### config.mk
export PLATFORM = sky130hd
export DESIGN_NAME = fsa_col_reader
export DESIGN_NICKNAME = d
export VERILOG_FILES = /design/src/rtl/fsa_col_reader.sv
export SDC_FILE = /design/constraint.sdc
export NUM_CORES = 1
export LEC_CHECK = 0
export ABC_CLOCK_PERIOD_IN_PS = 5190
export BUFFER_PORTS_ARGS = -buffer_cell sky130_fd_sc_hd__buf_2
export CORE_UTILIZATION = 25
export DETAILED_ROUTE_END_ITERATION = 8
export GPL_ROUTABILITY_DRIVEN = 0
export HOLD_SLACK_MARGIN = 0.05
export MAX_ROUTING_LAYER = met4
export SLEW_MARGIN = 5
export SYNTH_ARGS = -nofsm -noshare
export SYNTH_HDL_FRONTEND = slang
export SYNTH_SLANG_ARGS = --single-unit
### constraint.sdc
create_clock -name clk -period 5.19 [get_ports clk]
set_input_delay 0.7785 -clock clk [delete_from_list [all_inputs] [get_ports clk]]
set_output_delay 0.7785 -clock clk [all_outputs]
set_load 0.01 [all_outputs]
### src/rtl/fsa_col_reader.sv
// fsa_col_reader: reads one window of FSA column records back
// from a record bank and streams them out over AXI4-Stream.
module fsa_col_reader #(
  parameter int C_IMG_HW = 12,
  parameter int C_IMG_WW = 12,
  parameter int BR_NUM   = 4,
  parameter int BR_AW    = 12,
  localparam int REC_W   = 3 + 4 * C_IMG_HW,
  localparam int BI_W    = (BR_NUM > 1) ? $clog2(BR_NUM) : 1
) (
  input  logic                    clk,
  input  logic                    reset,
  input  logic                    start,
  input  logic [BR_NUM-1:0]       bank_sel,
  input  logic [C_IMG_WW-1:0]     win_left,
  input  logic [C_IMG_WW-1:0]     win_width,
  output logic [BR_NUM-1:0]       rd_en,
  output logic [BR_AW-1:0]        rd_addr,
  input  logic [BR_NUM*REC_W-1:0] rd_data,
  output logic                    m_axis_tvalid,
  output logic [REC_W-1:0]        m_axis_tdata,
  output logic                    m_axis_tuser,
  output logic                    m_axis_tlast,
  input  logic                    m_axis_tready,
  output logic                    busy,
  output logic                    done,
  output logic                    overrun
);

  typedef enum logic [1:0] {
    IDLE,
    READ,
    DRAIN
  } state_t;

  state_t state_q, state_d;

  logic [BI_W-1:0]     bank_q;
  logic [BR_AW-1:0]    base_q;
  logic [C_IMG_WW-1:0] width_q;
  logic [C_IMG_WW-1:0] cnt_q;
  logic [BR_AW-1:0]    addr_q;
  logic                infl_q;
  logic                infl_first_q;
  logic                infl_last_q;
  logic [REC_W+1:0]    mem_q [2];
  logic                wr_q;
  logic                rd_q;
  logic [1:0]          fill_q;
  logic                ovr_q;

  logic [BI_W-1:0]  sel_idx;
  logic             pop;
  logic [2:0]       occ;
  logic             issue;
  logic             last_issue;
  logic [BR_AW-1:0] next_addr;
  logic [REC_W-1:0] rec_sel;
  logic [REC_W+1:0] head;

  // lowest set bit wins; an empty select falls back to bank 0
  always_comb begin
    sel_idx = '0;
    for (int k = BR_NUM - 1; k >= 0; k--)
      if (bank_sel[k]) sel_idx = BI_W'(k);
  end

  // a read may only issue if its beat is guaranteed a FIFO slot
  always_comb begin
    pop        = (fill_q != 2'd0) && m_axis_tready;
    occ        = 3'(fill_q) + 3'(infl_q) - 3'(pop);
    issue      = (state_q == READ) && (occ < 3'd2);
    last_issue = issue &&
                 (cnt_q == width_q - C_IMG_WW'(1));
    next_addr  = base_q + BR_AW'(cnt_q);
    rec_sel    = rd_data[int'(bank_q)*REC_W +: REC_W];
    head       = mem_q[rd_q];
  end

  always_comb begin
    state_d = state_q;
    done    = 1'b0;
    unique case (state_q)
      IDLE: begin
        if (start)
          state_d = (win_width == '0) ? DRAIN : READ;
      end
      READ: begin
        if (last_issue) state_d = DRAIN;
      end
      DRAIN: begin
        if (fill_q == 2'd0 && !infl_q) begin
          done    = 1'b1;
          state_d = IDLE;
        end
      end
      default: state_d = IDLE;
    endcase
  end

  always_ff @(posedge clk or posedge reset) begin
    if (reset) begin
      state_q      <= IDLE;
      bank_q       <= '0;
      base_q       <= '0;
      width_q      <= '0;
      cnt_q        <= '0;
      addr_q       <= '0;
      infl_q       <= 1'b0;
      infl_first_q <= 1'b0;
      infl_last_q  <= 1'b0;
      mem_q[0]     <= '0;
      mem_q[1]     <= '0;
      wr_q         <= 1'b0;
      rd_q         <= 1'b0;
      fill_q       <= 2'd0;
      ovr_q        <= 1'b0;
    end else begin
      state_q <= state_d;
      ovr_q   <= start && (state_q != IDLE);
      if (state_q == IDLE && start) begin
        bank_q  <= sel_idx;
        base_q  <= BR_AW'(win_left);
        width_q <= win_width;
        cnt_q   <= '0;
      end
      if (issue) begin
        cnt_q  <= cnt_q + C_IMG_WW'(1);
        addr_q <= next_addr;
      end
      infl_q       <= issue;
      infl_first_q <= issue && (cnt_q == '0);
      infl_last_q  <= last_issue;
      if (infl_q) begin
        mem_q[wr_q] <= {infl_last_q, infl_first_q,
                        rec_sel};
        wr_q        <= ~wr_q;
      end
      if (pop) rd_q <= ~rd_q;
      fill_q <= fill_q + 2'(infl_q) - 2'(pop);
    end
  end

  always_comb begin
    rd_en         = issue ? (BR_NUM'(1) << bank_q) : '0;
    rd_addr       = issue ? next_addr : addr_q;
    m_axis_tvalid = (fill_q != 2'd0);
    m_axis_tdata  = m_axis_tvalid ? head[REC_W-1:0] : '0;
    m_axis_tuser  = m_axis_tvalid & head[REC_W];
    m_axis_tlast  = m_axis_tvalid & head[REC_W+1];
    busy          = (state_q != IDLE);
    overrun       = ovr_q;
  end

endmodule

==> impl_metrics.csv, run 1 <==
group,metric,value,unit
outcome,status,"aborted with a tool error",
outcome,lastStage,"5_2_route",
outcome,stop_error,"[ERROR DRT-0255] Maze Route cannot find path of net rd_data[202] in worker of routeBox ( 144900 96600 ) ( 194745 144900 ).",
global_routing,antenna_found_initial,2,
floorplanning,num_rows,70,
yosys,postSynthCellCount,752,
cts,cts_hold_buffers,0,
cts,cts.sinks,166,
yosys,ys_types,50,
cts,clockRootBuffer,"clkbuf_16",
yosys,syn_area_per_cell,12.4,sq um
global_routing,grt_max_degree,101,
cts,htree_levels,4,
global_routing,grt_pass1_vias,7220,
floorplanning,die_y,195,um
global_routing,grt.overflow.total,0,
floorplanning,start_util,25.4,%
cts,cts_buffer_depth,2,
yosys,yosysWarnings,0,
cts,cts_buffers,17,
cts,post_cts_buffers,0,
yosys,yosysSeqAreaShare,44.7,%
floorplanning,io_pins,309,
global_routing,grt_usage,14.1,%
place,io_buffers,308,
global_routing,grt_pass1_wl,39800,um
yosys,netlist_area,9290,sq um
yosys,ys_ff_latch,166,
yosys,ys_async_sr_fraction,100,%
cts,cts.repair.resized,0,
place,hpwl,18800,um
yosys,synth_ff_type,"dfrtp_1",
yosys,syn_nets,1006,
floorplanning,die_w,195,um
yosys,synth_enable_flop_cells,0,
==> cells by family after synthesis <==
| family | count (synthesis) | synth area share, % |
|---|---|---|
| flops | 166 | 44.7 |
| xor+xnor | 25 | 2.36 |
| simple gates | 171 | 8.68 |
| mux | 235 | 33.9 |
| compound gates | 73 | 4.98 |
| fa+ha+maj | 18 | 2.59 |
| buf+inv | 64 | 2.72 |
==> cells in the mapped netlist, types with 8 or more instances <==
library cell	instances	area, sq um
dfrtp_1	166	4150
mux2_2	130	1460
nor2_1	70	263
mux2i_1	54	541
mux4_2	51	1150
nand2_1	35	131
clkbuf_1	31	116
o21ai_0	31	155
inv_1	17	63.8
ha_1	16	200
nand3_1	16	80.1
xor2_1	13	114
xnor2_1	12	105
buf_1	10	37.5
a21oi_1	9	45.0
nor4_1	8	50.1
==> routing by layer <==
layer  track usage [%]
met3              3.37
met5                 -
met4              4.14
met1              16.3
met2              24.1
==> stage by stage <==
stage          std cells  util (%)  setup WS (ps)  area [sq um]
2_1_floorplan        752         -           1460          9290
3_3_place_gp        1492      31.0           1250         11300
3_5_place_dp        1492      31.0           1270         11300
4_1_cts             1521      32.5           1210         11900
5_1_grt             1523      32.5            980         11900
==> inputs of run 2 (changes only) <==
- ABC_CLOCK_PERIOD_IN_PS: 5190 -> 6700
- CORE_UTILIZATION: 25 -> 20
- HOLD_SLACK_MARGIN: 0.05 -> not set
- MAX_ROUTING_LAYER: met4 -> not set
- PLACE_DENSITY_LB_ADDON: not set -> 0.15
- clock period: 5.19 -> 6.7 ns (I/O delays scaled with it)
==> run 2 against run 1 <==
The run now ends clean; global-route usage fell by 1.8 points; synthesized cell count did not move; area after synthesis did not move.
==> impl_metrics.csv, run 2 <==
group,metric,value,unit
cts,cts_tree,"done",
drt,drtIter0Drc,205,
global_routing,grt_pass1_wl,43700,um
yosys,yosysWarnings,0,
cts,clk_latency,470,ps
floorplanning,num_rows,78,
yosys,synthTopCellsByArea,"dfrtp_1, mux2_2, mux4_2",
critical_path,crit_required,5690,ps
drt,final_antenna_net_count,0,
global_routing,grt_pass1_vias,7498,
critical_path,cp.arrival,4040,ps
place,hpwl,20300,um
place,dpl.cell_count,1624,
cells_and_area,drive_gt1_share,51.2,%
yosys,synth_area_leader_cell,"dfrtp_1",
yosys,ys_top_cells_by_count,"dfrtp_1, mux2_2, nor2_1, mux2i_1, mux4_2",
cts,clockRootBuffer,"clkbuf_16",
power,p_per_area,458,nW/um^2
power,power_switching,2.16,mW
flow_run,drv_cap,0,
yosys,netlist_area,9290,sq um
floorplanning,io_pins,309,
critical_path,crit_type,"in2out",
timing,setup_viol,0,
global_routing,grt_max_degree,71,
floorplanning,start_util,20.4,%
timing,post-route-period-util,75.4,%
cells_and_area,multiInputGateArea,4900,sq um
global_routing,antenna_found_initial,1,
drt,drt_pass1_iterations,4,
timing,max_freq,0.198,GHz
global_routing,grt_usage,12.3,%
yosys,postSynthCellCount,752,
cells_and_area,finalInstanceArea,12100,sq um
cells_and_area,mostFrequentLayoutCell,"buf_2",
critical_path,cp-start-kind,"input pin",
floorplanning,die_w,217,um
cts,cts.repair.resized,0,
place,dpl_cell_area,11500,sq um
power,power.internal,3.37,mW
cts,clk_pin_slew,70,ps
floorplanning,die_y,217,um
cells_and_area,final_nets,1297,
yosys,synth_ff_type,"dfrtp_1",
place,post-place-ws,1550,ps
floorplanning,core,45600,sq um
cells_and_area,most-common-layout-cells,"buf_2, dfrtp_1, mux2_2, nor2_1, mux2i_1",
place,io_buffers,308,
yosys,syn_area_per_cell,12.4,sq um
cts,htree_levels,4,
power,clock_power_share,18.3,%
timing,hold_viol_final,0,
timing,fin_crit,5050,ps
yosys,ys_types,50,
yosys,ys_async_sr_fraction,100,%
critical_path,crit_path_max_fanout,33,
power,p_leak,5.52,nW
timing,max_slew.worst_pin.slew,912,ps
floorplanning,design.die.area,47300,sq um
power,power_frac_seq,33.8,%
timing,slew_violations,0,
critical_path,cp-end-kind,"output pin",
cts,cts_buffers,17,
cells_and_area,syn2layout_area_growth,30.2,%
cells_and_area,regMostFlops,"mem_q",
timing,rsz0062_at_grt,"false",
yosys,synth_enable_flop_cells,0,
yosys,ys_ff_latch,166,
cells_and_area,fillCellCount,4827,
power,vdd_drop_max,0.000164,V
worst_hold_path,hold_class,"reg2reg",
cells_and_area,largest_reg_flops,106,
yosys,yosysMostFrequentCell,"dfrtp_1",
cells_and_area,n_antenna_cell,0,
yosys,syn_nets,1006,
drt,avgRoutedWirePerCell,17.0,um
drt,num_vias,7199,
cts,post_cts_buffers,0,
timing,fin_skew,15.8,ps
timing,worst_slack,1650,ps
global_routing,grt.overflow.total,0,
power,swShare,39.1,%
cells_and_area,fin_cells,1655,
drt,remaining_drc_errors,0,
cts,cts_buffer_depth,2,
power,comb_power_share,48.0,%
yosys,synth_top_area_share,44.7,%
drt,wl,28200,um
cts,cts_hold_buffers,0,
timing,slew_headroom,39.2,%
cts,cts.sinks,166,
timing,tns,0,ps
cells_and_area,ff_latch_area,4160,sq um
yosys,yosysSeqAreaShare,44.7,%
drt,vias_per_cell,4.35,
outcome,status,"completed",
run 2: cell type report:
cell class | instances | area share (%)
inverters | 18 | 0.600
well taps | 600 | 6.21
repair buffers | 318 | 13.4
flip-flops and latches | 166 | 34.4
clock buffers | 20 | 3.86
clock inverters | 11 | 1.04
multi-input cells | 522 | 40.5
run 2: final timing paths:
check / from / end / slack [ps] / cells past startpoint
max in group asynchronous: reset / mem_q[38]$_DFFE_PP0P_ / 4830 / 3
min in group asynchronous: reset / mem_q[9]$_DFFE_PP0P_ / 570 / 2
max: m_axis_tready / rd_addr[9] / 1650 / 15
min reg2reg: addr_q[0]$_DFF_PP0_ / addr_q[0]$_DFF_PP0_ / 480 / 2
min: addr_q[0]$_DFF_PP0_ / addr_q[0]$_DFF_PP0_ / 480 / 2
max reg2reg: fill_q[1]$_DFF_PP0_ / state_q[0]$_DFFE_PP0P_ / 2970 / 14
run 2: kinds of logic (layout without fill, tap and decap cells):
kind of cell	after synthesis	in the layout	share of synthesized area, %
adders and majority gates	18	18	2.59
muxes	235	235	33.9
xor gates and xnor gates	25	25	2.36
AOI/OAI and AO/OA	73	73	4.98
DFF	166	166	44.7
and+or+nand+nor	171	171	8.68
buffers and inverters	64	367	2.72
run 2: power groups by stage:
stage / clock network, mW / registers (mW) / logic [mW]
after floorplan: 0 / 1.68 / 1.97
final: 1.01 / 1.87 / 2.66
after global routing: 1.09 / 1.96 / 2.95
after detailed placement: 0 / 1.91 / 2.73
after global placement: 0 / 1.90 / 2.71
after CTS: 1.06 / 1.89 / 2.74
run 2: per-layer routing:
metal  global-route usage, %  vias up  wire length, um
li1                        -     3363                -
met1                    14.9     3618            12100
met2                    21.2      197            14100
met3                    3.19       19             1620
met4                    3.59        2              319
met5                       0        -               13
run 2: through the flow:
stage,hold slack [ps],power [mW],util (%)
2_1_floorplan,463,3.66,-
3_3_place_gp,465,4.61,25.2
3_5_place_dp,458,4.63,25.2
4_1_cts,476,5.68,26.5
5_1_grt,516,6.00,26.5
6_report,477,5.54,26.5
run 2: critical path, cell delays in order:
cell      delay (ps)
buf_2            100
nor2b_1          140
ha_1             270
inv_1             40
ha_1             190
fa_1             390
xor2_1           170
nand3_1           90
buf_4            320
clkinv_1         570
nand4_1          260
o31ai_1          100
a21oi_1          130
nand3_1          110
buf_2            150
Power figures use the tool's default switching activity.
==> inputs of run 3 (changes only) <==
- ABC_CLOCK_PERIOD_IN_PS: 6700 -> 4570
- clock period: 6.7 -> 4.57 ns (I/O delays scaled with it)
==> run 3 against run 2 <==
First-iteration DRC count grew 44%; largest power group unchanged; cell count up 0.24%; die area unchanged; wire length decreased by 1.2%; global-route usage down 0.15 points; largest cell class unchanged; power up 48%; non-clock buffer count is 3 higher; core utilization is 0.12 points higher.
==> impl_metrics.csv, run 3 (synthesized netlist as in run 2, its figures left out) <==
group,metric,value,unit
cells_and_area,regMostFlops,"mem_q",
place,io_buffers,308,
critical_path,crit-reg2reg-capture,"state_q[0]$_DFFE_PP0P_",
cts,cts.sinks,166,
cells_and_area,fillCellCount,4811,
drt,remaining_drc_errors,0,
global_routing,grt_pass1_vias,7475,
place,dpl_cell_area,11500,sq um
floorplanning,die_y,217,um
cts,cts_buffer_depth,2,
critical_path,cp-end-kind,"output pin",
critical_path,cp.arrival,3170,ps
critical_path,reg2reg_from,"fill_q[1]$_DFF_PP0_",
cells_and_area,mostFrequentLayoutCell,"buf_2",
cells_and_area,n_antenna_cell,0,
critical_path,crit_type,"reg2out",
cells_and_area,largest_reg_flops,106,
drt,avgRoutedWirePerCell,16.8,um
timing,tns,0,ps
timing,rsz0062_at_grt,"false",
timing,setup_viol,0,
floorplanning,core,45600,sq um
cts,cts_tree,"done",
cts,clk_latency,460,ps
cts,cts.repair.resized,0,
timing,post-route-period-util,84.3,%
cells_and_area,syn2layout_area_growth,30.8,%
critical_path,r2r_cells,13,
cts,clk_pin_slew,70,ps
cts,post_cts_buffers,0,
cts,clockRootBuffer,"clkbuf_16",
critical_path,crit_path_max_fanout,32,
flow_run,drv_cap,0,
critical_path,cp-start-kind,"flop",
timing,slew_violations,0,
place,hpwl,20300,um
global_routing,grt_pass1_wl,43300,um
timing,fin_skew,15.5,ps
critical_path,r2r_setup_slack,1170,ps
place,dpl.cell_count,1627,
timing,max_freq,0.260,GHz
cells_and_area,drive_gt1_share,51.3,%
drt,drt_pass1_iterations,6,
drt,final_antenna_net_count,0,
cts,htree_levels,4,
cells_and_area,finalInstanceArea,12100,sq um
cells_and_area,fin_cells,1659,
floorplanning,num_rows,78,
floorplanning,io_pins,309,
cts,cts_hold_buffers,0,
global_routing,grt.overflow.total,0,
critical_path,crit_required,3880,ps
timing,slew_headroom,31.9,%
floorplanning,start_util,20.4,%
drt,num_vias,7181,
power,vdd_drop_max,0.000249,V
timing,max_slew.worst_pin.slew,1020,ps
power,p_leak,5.54,nW
drt,drtIter0Drc,295,
global_routing,grt_max_degree,96,
global_routing,grt_usage,12.1,%
drt,vias_per_cell,4.33,
floorplanning,design.die.area,47300,sq um
power,p_per_area,675,nW/um^2
outcome,status,"completed",
cts,cts_buffers,17,
floorplanning,die_w,217,um
worst_hold_path,hold_class,"in2async",
cells_and_area,final_nets,1300,
cells_and_area,most-common-layout-cells,"buf_2, dfrtp_1, mux2_2, nor2_1, mux2i_1",
power,power.total,8.20,mW
timing,hold_viol_final,0,
timing,fin_crit,3850,ps
drt,wl,27900,um
global_routing,antenna_found_initial,1,
[run 3: how the worst max path moves through the flow]
stage	from	to	slack, ps	cells past startpoint
after global placement	m_axis_tready	rd_addr[9]	860	12
final	fill_q[1]$_DFF_PP0_	rd_addr[9]	720	12
after global routing	fill_q[1]$_DFF_PP0_	rd_addr[9]	450	12
after floorplan	fill_q[1]$_DFF_PP0_	rd_addr[3]	990	13
after CTS	fill_q[1]$_DFF_PP0_	rd_addr[9]	650	12
after detailed placement	m_axis_tready	state_q[0]$_DFFE_PP0P_	830	13
[run 3: worst max-delay path, stage by stage, from the launching register on]
cell     delay (ps)
dfrtp_1         440
nor2_4           40
nor2b_1         180
ha_1            260
inv_1            50
ha_1            150
fa_1            440
nor2_1          100
nand3_1         110
buf_4           270
or3_1           390
nand3_1         120
buf_2           140
[run 3: routing by layer]
metal | global-route usage (%) | wire [um] | share of wire, % | vias to the layer above
met5 | 0 | 13 | 0.047 | -
met4 | 3.59 | 309 | 1.1 | 2
met3 | 3.22 | 1600 | 5.7 | 22
met2 | 21.0 | 14100 | 51 | 215
met1 | 14.5 | 11800 | 42 | 3570
li1 | - | - | - | 3372
[run 3: cell type report]
| class | count | area, sq um | share of cell area (%) |
|---|---|---|---|
| Clock buffer | 19 | 443 | 3.65 |
| Clock inverter | 13 | 169 | 1.39 |
| Inverter | 18 | 71.3 | 0.587 |
| Multi-Input combinational cell | 522 | 4900 | 40.3 |
| Sequential cell | 166 | 4160 | 34.3 |
| Tap cell | 600 | 751 | 6.18 |
| Timing Repair Buffer | 321 | 1650 | 13.6 |
[run 3: power breakdown]
part	internal [mW]	switching [mW]	total, mW
registers	2.16	0.680	2.84
logic	1.96	1.86	3.82
clock network	0.880	0.657	1.54
total	5.00	3.20	8.20
[run 3: stage by stage]
step                      hold WS (ps)  utilization, %  worst slack (ps)
final                              217            26.7               717
after global routing               223            26.7               447
after floorplan                    463               -               987
after detailed placement           464            25.3               827
after global placement             455            25.3               856
after CTS                          195            26.7               648
==> inputs of run 4 (changes only) <==
- ABC_CLOCK_PERIOD_IN_PS: 4570 -> 4000
- clock period: 4.57 -> 4 ns (I/O delays scaled with it)
==> run 4 against run 3 <==
Core utilization up 0.14 points; cell count grew 0.12%; via count up 0.70%; largest power group unchanged; highest routed layer unchanged.
==> impl_metrics.csv, run 4 (synthesized netlist as in run 2, its figures left out) <==
group,metric,value,unit
outcome,status,"completed",
floorplanning,die_w,217,um
drt,wl,28400,um
critical_path,cpLargestDelayFamily,"adder cells",
floorplanning,design.die.area,47300,sq um
timing,fin_skew,7.55,ps
cells_and_area,regMostFlops,"mem_q",
drt,vias_per_cell,4.35,
cts,clockRootBuffer,"clkbuf_16",
cells_and_area,final_core_util,26.8,%
drt,remaining_drc_errors,0,
timing,max_freq,0.269,GHz
critical_path,crit_chain,"nor2_4 -> nor2b_1 -> ha_1 -> inv_1 -> ha_1 -> fa_1 -> xor2_1 -> nand3_1 -> clkinv_1 -> nand4_1 -> o31ai_1 -> a21oi_1 -> nand3_1 -> buf_2",
power,p_leak,5.59,nW
global_routing,grt_max_degree,80,
critical_path,cp-end-kind,"output pin",
cts,clk_latency,450,ps
cells_and_area,fillCellCount,4828,
global_routing,grt_usage,12.2,%
critical_path,crit_path_max_fanout,8,
global_routing,antenna_found_initial,1,
power,power.total,9.45,mW
place,post-place-ws,478,ps
critical_path,crit_required,3400,ps
drt,num_vias,7231,
drt,drtIter0Drc,209,
global_routing,grt_pass1_vias,7474,
cts,cts_buffer_depth,2,
cells_and_area,most-common-layout-cells,"buf_2, dfrtp_1, mux2_2, nor2_1, mux2i_1",
global_routing,grt_pass1_wl,43400,um
floorplanning,start_util,20.4,%
critical_path,cp-start-kind,"flop",
cells_and_area,syn2layout_area_growth,31.5,%
cells_and_area,drive_gt1_share,51.2,%
timing,rsz0062_at_grt,"false",
critical_path,cp.arrival,3120,ps
cells_and_area,final_nets,1303,
timing,setup_viol,0,
cells_and_area,n_antenna_cell,0,
drt,avgRoutedWirePerCell,17.1,um
cells_and_area,finalInstanceArea,12200,sq um
cells_and_area,largest_reg_flops,106,
power,p_per_area,774,nW/um^2
critical_path,max_stage_delay,440,ps
floorplanning,core,45600,sq um
place,dpl_cell_area,11600,sq um
timing,fin_crit,3720,ps
place,hpwl,20500,um
drt,drt_pass1_iterations,4,
timing,worst_slack,282,ps
timing,hold_ws,195,ps
power,vdd_drop_max,0.000272,V
flow_run,drv_cap,0,
critical_path,critPathSlowestCell,"dfrtp_1",
cts,htree_levels,4,
cells_and_area,fin_cells,1661,
cts,clk_pin_slew,60,ps
timing,slew_headroom,21.9,%
floorplanning,num_rows,78,
cts,cts_buffers,17,
floorplanning,io_pins,309,
global_routing,grt.overflow.total,0,
place,io_buffers,308,
place,dpl.cell_count,1630,
critical_path,crit_type,"reg2out",
cts,cts_tree,"done",
timing,hold_viol_final,0,
timing,slew_violations,0,
timing,post-route-period-util,92.9,%
drt,final_antenna_net_count,0,
timing,max_slew.worst_pin.slew,1170,ps
worst_hold_path,hold_class,"in2async",
floorplanning,die_y,217,um
cells_and_area,mostFrequentLayoutCell,"buf_2",
timing,tns,0,ps
cts,post_cts_buffers,0,
critical_path,crit_buf_inv,3,
cts,cts.sinks,166,
-- run 4: cell count changes in the layout (fill, tap and decap cells not counted), sizes merged --
| cell | before | now |
|---|---|---|
| buf | 321 | 324 |
| bufinv | 3 | 4 |
| clkbuf | 19 | 23 |
| clkinv | 3 | 4 |
| clkinvlp | 5 | 2 |
| inv | 20 | 16 |
-- run 4: cell type report --
type / count / area [sq um] / share of cell area (%)
Timing Repair Buffer: 324 / 1700 / 13.9
Clock inverter: 8 / 146 / 1.20
Sequential cell: 166 / 4160 / 34.1
Multi-Input combinational cell: 522 / 4900 / 40.1
Tap cell: 600 / 751 / 6.15
Clock buffer: 23 / 478 / 3.91
Inverter: 18 / 71.3 / 0.584
-- run 4: report_power, final --
| group | internal, mW | switching, mW |
|---|---|---|
| Clock | 1.09 | 0.706 |
| Combinational | 2.26 | 2.20 |
| Sequential | 2.47 | 0.720 |
-- run 4: metal layers --
| metal | vias up | track usage (%) | wire (um) |
|---|---|---|---|
| met4 | 2 | 3.24 | 276 |
| met2 | 190 | 21.4 | 14300 |
| met5 | - | 0 | 13 |
| met1 | 3655 | 14.6 | 12100 |
| met3 | 20 | 3.31 | 1660 |
| li1 | 3364 | - | - |
-- run 4: worst paths after layout --
path,slack (ps),endpoint,from,cells past startpoint
setup / recovery,280,rd_addr[9],fill_q[1]$_DFF_PP0_,14
hold reg to reg,480,addr_q[0]$_DFF_PP0_,addr_q[0]$_DFF_PP0_,2
max in group asynchronous,2970,mem_q[65]$_DFFE_PP0P_,reset,3
min in group clk,340,bank_q[1]$_DFFE_PP0P_,bank_sel[0],2
setup reg to reg,730,state_q[0]$_DFFE_PP0P_,fill_q[1]$_DFF_PP0_,14
hold / removal,190,addr_q[8]$_DFF_PP0_,reset,2
-- run 4: repair_timing --
item | 4_1_cts | 5_1_grt
endpoints found under the hold margin | 0 | 0
hold buffers | 0 | 0
resized for setup | 0 | 1
setup endpoints to repair | 0 | 1
-- run 4: worst reg2reg max path, delay by kind of cell (launching register included) --
| family | cells | cell delay, ps |
|---|---|---|
| compound gates | 2 | 710 |
| fa+ha+maj | 3 | 840 |
| buf+inv | 3 | 450 |
| flops | 1 | 440 |
| simple gates | 6 | 700 |
